<file path="config.mk">
export PLATFORM = sky130hd
export DESIGN_NAME = ahb3lite_apb4_bridge
export DESIGN_NICKNAME = d
export VERILOG_FILES = /design/src/rtl/ahb3lite_pkg.sv /design/src/rtl/ahb3lite_apb4_bridge.sv
export SDC_FILE = /design/constraint.sdc
export NUM_CORES = 1
export LEC_CHECK = 0
export CORE_ASPECT_RATIO = 0.5
export CORE_UTILIZATION = 39
export CTS_CLUSTER_SIZE = 40
export DETAILED_ROUTE_END_ITERATION = 10
export MAX_ROUTING_LAYER = met4
export PLACE_DENSITY_LB_ADDON = 0.05
export SLEW_MARGIN = 20
export SYNTH_ARGS = -nofsm -noshare
export SYNTH_HDL_FRONTEND = slang
export SYNTH_SLANG_ARGS = --single-unit
</file>
<file path="constraint.sdc">
create_clock -name PCLK -period 1.7 [get_ports PCLK]
set_input_delay 0.34 -clock PCLK [delete_from_list [all_inputs] [get_ports PCLK]]
set_output_delay 0.34 -clock PCLK [all_outputs]
set_load 0.01 [all_outputs]
</file>
<file path="src/rtl/ahb3lite_pkg.sv">
// ahb3lite_pkg: shared AHB3-Lite encodings plus APB4 protection/strobe helpers.
// Contents: HTRANS/HSIZE/HRESP encodings, HPROT and PPROT bit positions,
// and pstrb(), which builds a size-aligned byte strobe from (hsize, address lsbs, bytes per beat).
package ahb3lite_pkg;

    localparam logic [1:0] HTRANS_IDLE   = 2'b00;
    localparam logic [1:0] HTRANS_BUSY   = 2'b01;
    localparam logic [1:0] HTRANS_NONSEQ = 2'b10;
    localparam logic [1:0] HTRANS_SEQ    = 2'b11;

    localparam logic [2:0] HSIZE_BYTE  = 3'b000;
    localparam logic [2:0] HSIZE_HWORD = 3'b001;
    localparam logic [2:0] HSIZE_WORD  = 3'b010;
    localparam logic [2:0] HSIZE_DWORD = 3'b011;

    localparam logic HRESP_OKAY  = 1'b0;
    localparam logic HRESP_ERROR = 1'b1;

    localparam int HPROT_DATA       = 0;
    localparam int HPROT_PRIVILEGED = 1;

    localparam int PPROT_PRIVILEGED  = 0;
    localparam int PPROT_NONSECURE   = 1;
    localparam int PPROT_INSTRUCTION = 2;

    // Lane mask of 2^hsize bytes, shifted to the lane offset aligned down to the size.
    // Result is 64 lanes wide; callers keep the low bytes-per-beat bits.
    function automatic logic [63:0] pstrb(input logic [2:0] hsize, input logic [5:0] addr,
                                          input int unsigned bytes);
        logic [63:0] mask;
        logic [5:0]  off;
        mask = (64'd1 << (7'd1 << hsize)) - 64'd1;
        off  = addr & ~((6'd1 << hsize) - 6'd1) & 6'(bytes - 1);
        return mask << off;
    endfunction

endpackage

</file>
<file path="src/rtl/ahb3lite_apb4_bridge.sv">
// ahb3lite_apb4_bridge: AHB3-Lite slave to APB4 master bridge, one APB access per AHB beat.
// Ports: PCLK/PRESETn clock and async active-low reset; AHB slave side HSEL, HREADY, HADDR,
// HTRANS, HSIZE, HBURST, HPROT, HWRITE, HMASTLOCK, HWDATA in and HRDATA, HREADYOUT, HRESP out;
// APB master side PSEL, PENABLE, PADDR, PWRITE, PWDATA, PSTRB, PPROT out and PRDATA, PREADY,
// PSLVERR in. Every output is a flop.
module ahb3lite_apb4_bridge
    import ahb3lite_pkg::*;
#(
    parameter int HADDR_SIZE = 32,
    parameter int PADDR_SIZE = 16,
    parameter int DATA_SIZE  = 32
) (
    input  logic                   PCLK,
    input  logic                   PRESETn,
    input  logic                   HSEL,
    input  logic [HADDR_SIZE-1:0]  HADDR,
    input  logic [DATA_SIZE-1:0]   HWDATA,
    output logic [DATA_SIZE-1:0]   HRDATA,
    input  logic                   HWRITE,
    input  logic [2:0]             HSIZE,
    input  logic [2:0]             HBURST,
    input  logic [3:0]             HPROT,
    input  logic [1:0]             HTRANS,
    input  logic                   HMASTLOCK,
    output logic                   HREADYOUT,
    input  logic                   HREADY,
    output logic                   HRESP,
    output logic                   PSEL,
    output logic                   PENABLE,
    output logic [PADDR_SIZE-1:0]  PADDR,
    output logic                   PWRITE,
    output logic [DATA_SIZE-1:0]   PWDATA,
    output logic [DATA_SIZE/8-1:0] PSTRB,
    output logic [2:0]             PPROT,
    input  logic [DATA_SIZE-1:0]   PRDATA,
    input  logic                   PREADY,
    input  logic                   PSLVERR
);

    localparam int STRB_W   = DATA_SIZE / 8;
    localparam int SIZE_MAX = $clog2(STRB_W);

    typedef enum logic [2:0] {
        ST_IDLE,
        ST_WDATA,
        ST_SETUP,
        ST_ACCESS,
        ST_ERR1,
        ST_ERR2
    } state_t;

    state_t                state_q, state_d;
    logic                  psel_q, psel_d;
    logic                  penable_q, penable_d;
    logic                  pwrite_q, pwrite_d;
    logic [PADDR_SIZE-1:0] paddr_q, paddr_d;
    logic [DATA_SIZE-1:0]  pwdata_q, pwdata_d;
    logic [STRB_W-1:0]     pstrb_q, pstrb_d;
    logic [2:0]            pprot_q, pprot_d;
    logic [DATA_SIZE-1:0]  hrdata_q, hrdata_d;
    logic                  hreadyout_q, hreadyout_d;
    logic                  hresp_q, hresp_d;
    logic                  accept, size_ok;
    logic [63:0]           strb_full;
    logic                  unused;

    assign unused = ^{HMASTLOCK, HBURST, HPROT[3:2], HADDR[HADDR_SIZE-1:PADDR_SIZE]};

    always_comb begin
        accept    = HSEL & HREADY & (HTRANS == HTRANS_NONSEQ || HTRANS == HTRANS_SEQ) &
                    (state_q == ST_IDLE || state_q == ST_ERR2);
        size_ok   = HSIZE <= 3'(SIZE_MAX);
        strb_full = pstrb(HSIZE, HADDR[5:0], STRB_W);
        state_d   = state_q;
        pwrite_d  = pwrite_q;
        paddr_d   = paddr_q;
        pwdata_d  = pwdata_q;
        pstrb_d   = pstrb_q;
        pprot_d   = pprot_q;
        hrdata_d  = hrdata_q;
        case (state_q)
            ST_WDATA:  state_d = ST_SETUP;
            ST_SETUP:  state_d = ST_ACCESS;
            ST_ACCESS: state_d = !PREADY ? ST_ACCESS : PSLVERR ? ST_ERR1 : ST_IDLE;
            ST_ERR1:   state_d = ST_ERR2;
            default:   state_d = ST_IDLE;
        endcase
        // APB lines are loaded only for a legal access, so they never move under an active PSEL.
        if (accept) begin
            state_d = !size_ok ? ST_ERR1 : HWRITE ? ST_WDATA : ST_SETUP;
            if (size_ok) begin
                paddr_d                    = HADDR[PADDR_SIZE-1:0];
                pwrite_d                   = HWRITE;
                pstrb_d                    = HWRITE ? strb_full[STRB_W-1:0] : '0;
                pprot_d[PPROT_PRIVILEGED]  = HPROT[HPROT_PRIVILEGED];
                pprot_d[PPROT_NONSECURE]   = 1'b0;
                pprot_d[PPROT_INSTRUCTION] = ~HPROT[HPROT_DATA];
            end
        end
        if (state_q == ST_WDATA) pwdata_d = HWDATA;
        if (state_q == ST_ACCESS && PREADY && !PSLVERR && !pwrite_q) hrdata_d = PRDATA;
        // Outputs are decoded from the next state so they appear registered with the state.
        psel_d      = state_d == ST_SETUP || state_d == ST_ACCESS;
        penable_d   = state_d == ST_ACCESS;
        hreadyout_d = state_d == ST_IDLE || state_d == ST_ERR2;
        hresp_d     = (state_d == ST_ERR1 || state_d == ST_ERR2) ? HRESP_ERROR : HRESP_OKAY;
    end

    always_ff @(posedge PCLK or negedge PRESETn) begin
        if (!PRESETn) begin
            state_q     <= ST_IDLE;
            psel_q      <= 1'b0;
            penable_q   <= 1'b0;
            pwrite_q    <= 1'b0;
            paddr_q     <= '0;
            pwdata_q    <= '0;
            pstrb_q     <= '0;
            pprot_q     <= '0;
            hrdata_q    <= '0;
            hreadyout_q <= 1'b1;
            hresp_q     <= HRESP_OKAY;
        end else begin
            state_q     <= state_d;
            psel_q      <= psel_d;
            penable_q   <= penable_d;
            pwrite_q    <= pwrite_d;
            paddr_q     <= paddr_d;
            pwdata_q    <= pwdata_d;
            pstrb_q     <= pstrb_d;
            pprot_q     <= pprot_d;
            hrdata_q    <= hrdata_d;
            hreadyout_q <= hreadyout_d;
            hresp_q     <= hresp_d;
        end
    end

    assign PSEL      = psel_q;
    assign PENABLE   = penable_q;
    assign PWRITE    = pwrite_q;
    assign PADDR     = paddr_q;
    assign PWDATA    = pwdata_q;
    assign PSTRB     = pstrb_q;
    assign PPROT     = pprot_q;
    assign HRDATA    = hrdata_q;
    assign HREADYOUT = hreadyout_q;
    assign HRESP     = hresp_q;

endmodule

</file>
==> results.cfg <==
[outcome]
status = complete, no violations

[grt]
grt_max_degree = 39
first_global_vias = 2810
grt_use_met2_pct = 28.0
gr-total-overflow = 0
use_met1_pct = 21.5
gr-max-usage-layer = met2
track_usage_pct = 17.5
grt_pass1_wl_mm = 13.3
antenna_found_initial = 0
gr-usage-met3_pct = 6.27

[synth]
synth_area_leader_cell = dfrtp_1
syn_nets = 362
synth.top_cell.area_share_pct = 60.6
synth_top_family_by_area = multiplexers
synth-edff-count = 0
yosysSeqAreaShare_pct = 61.3
synth_area_leaders = dfrtp_1 61%, mux2_2 19%, mux2_4 5.9%, buf_6 1.8%, o21ai_0 1.3%
yosys.area_share.simple_pct = 4.60
synth.area.mux_share_pct = 25.2
synthDistinctLibCells = 38
synthCells = 245
syn_area_per_cell_um2 = 15.7
synth_ff_type = dfrtp_1
yosysWarnings = 0
synthAdderAreaFrac_pct = 0.326
synth_compound_area_share_pct = 4.40
netlist_area_um2 = 3840
ys_ff_latch = 94
yosys.area_share.xor_xnor_pct = 0.652
async_flop_share_pct = 100

[clocking]
cts_buffers = 9
clk_path_buf_depth = 2
cts.sinks = 94
cts-root-buf = clkbuf_16
ctsHtreeMaxLevel = 3
cts_tree = built
cts.clk_slew.worst_paths_ps = 60
post_cts_buffers = 0
worstSkewPairLatency_ps = 330

[floorplanning]
ios = 208
start_util_pct = 40.4
dieHeight_um = 72.1
core-area_um2 = 9510
die_w_um = 142
rows = 25
die_area_um2 = 10300

[placement]
globalplace.congestion = 0.796
dp_hpwl_mm = 6.51
dp.cells = 572
portBuffers = 183

[pwr]
p_per_area_nw_per_um2 = 1730
total_power_mw = 10.9
power_leakage_nw = 2.70
vdd.ir_drop.worst_uv = 783

[setup_path]
crit_type = primary input to flop
required_ps = 1960
critPathCaptureType = flop
path_max_fanout = 2
reg2reg_depth = 4
startpoint_type = primary input
r2r_setup_slack_ps = 130
rr_endpoint = HRDATA[8]
r2r-start = state_q[1]
cp.arrival_ps = 1900

[final_layout]
area_growth_pct = 63.6
nNetsFinal = 566
final_cell_mix = 179 x clkdlybuf4s50_1, 93 x dfrtp_1, 66 x mux2_2
instances_no_fill = 588
final_common_cell = clkdlybuf4s50_1
fill_cells = 721
drive_gt1_share_pct = 27.8
n_antenna_cell = 0

[detailed_routing]
drc = 0
via_per_inst = 4.52
drtIter0Drc = 37
wirelength_mm = 8.43
first_pass_iters = 4
antenna_left = 0
route.detailed.wl_per_inst_um = 14.3
vias = 2658

[worst_hold_path]
hp-start = PSTRB[0]
hold_path.class = flop to flop
worst_hold_path.endpoint = PSTRB[0]
hold_path_depth = 2

[timing]
slew_violations = 0
rsz0062_at_grt = no
setup_violations = 0
fin_skew_ps = 4.18
finalCriticalPeriod_ps = 1640
max_freq_ghz = 0.611
fin_crit_sh_pct = 96.3
hold_viol_final = 0

[flow_run]
cap_violations = 0
## layout make-up
class                      count  area (um2)  area share, %
clock buffer                  10         229           3.65
multi-input combinational    136        1370           21.8
inverter                       2        7.51          0.120
timing repair buffer         206        2070           32.9
sequential                    94        2350           37.5
clock inverter                 5        83.8           1.34
tap                          135         169           2.69
## worst max-delay path by stage
stage / start / end / slack (ps)
6_report: HSIZE[2] / PSTRB[2] / 60
3_3_place_gp: HSIZE[2] / PSTRB[2] / -350
2_1_floorplan: HSIZE[2] / PSTRB[2] / 110
4_1_cts: HSIZE[2] / PSTRB[2] / 40
5_1_grt: HSIZE[2] / PSTRB[2] / 10
3_5_place_dp: HSIZE[2] / PSTRB[2] / -360
## synth_stat cells, types with 2 or more instances
master and count:
nand2_1 8, a21oi_1 3, buf_6 6, mux2_2 66
buf_4 4, nand4_1 2, nor2_1 3, dfrtp_1 93
nand2b_1 2, mux2_4 15, o31ai_1 3, a21boi_0 2
inv_1 2, buf_2 2, o21ai_0 10, a41oi_1 2
## stage by stage
stage / area, um2 / util (%) / TNS [ps] / setup slack, ps / hold WS (ps)
2_1_floorplan: 3840 / - / 0 / 111 / 44.4
3_3_place_gp: 5940 / 62.5 / -5770 / -355 / 289
3_5_place_dp: 5940 / 62.5 / -5200 / -363 / 295
4_1_cts: 6260 / 65.8 / 0 / 37.5 / 479
5_1_grt: 6280 / 66.0 / 0 / 14.2 / 514
6_report: 6280 / 66.0 / 0 / 62.7 / 472
## flip-flops by register name (all words and copies together) (netlist names), 2 cells and up
signal   count
PPROT        2
HRDATA      32
PADDR       16
PSTRB        4
state_q      3
PWDATA      32
## report_power, final
| group | leakage, nW | total [mW] | switching, mW | internal [mW] |
|---|---|---|---|---|
| clock network | 0.145 | 2.09 | 0.801 | 1.28 |
| registers | 1.15 | 3.91 | 0.583 | 3.33 |
| logic | 1.40 | 4.89 | 1.71 | 3.18 |
## repair_timing
item	CTS	global route
endpoints found under the setup margin	2	2
hold buffers	1	0
endpoints found under the hold margin	25	0
gates resized for setup	4	3
gates cloned	0	0
pin swaps	3	1
## logic make-up (layout without fill, tap and decap cells)
family          after synthesis  after routing
buf+inv                      15            223
flops                        94             94
xor+xnor                      2              2
simple gates                 25             25
fa+ha+maj                     1              1
compound gates               26             26
mux                          81             81
other cells                   1              1
## metal layers
metal | routed length, um | vias up
met5 | 0 | -
met4 | 17 | 0
met3 | 642 | 2
met2 | 4020 | 106
met1 | 3750 | 1272
li1 | - | 1278
## worst max-delay path: stages
cell             delay, ps
clkdlybuf4s50_1        430
or3_1                  360
ha_4                   230
nand2_1                 60
o21ai_1                 60
a221o_1                290
a21oi_1                130
No activity file was read; power rests on OpenSTA's default activity.
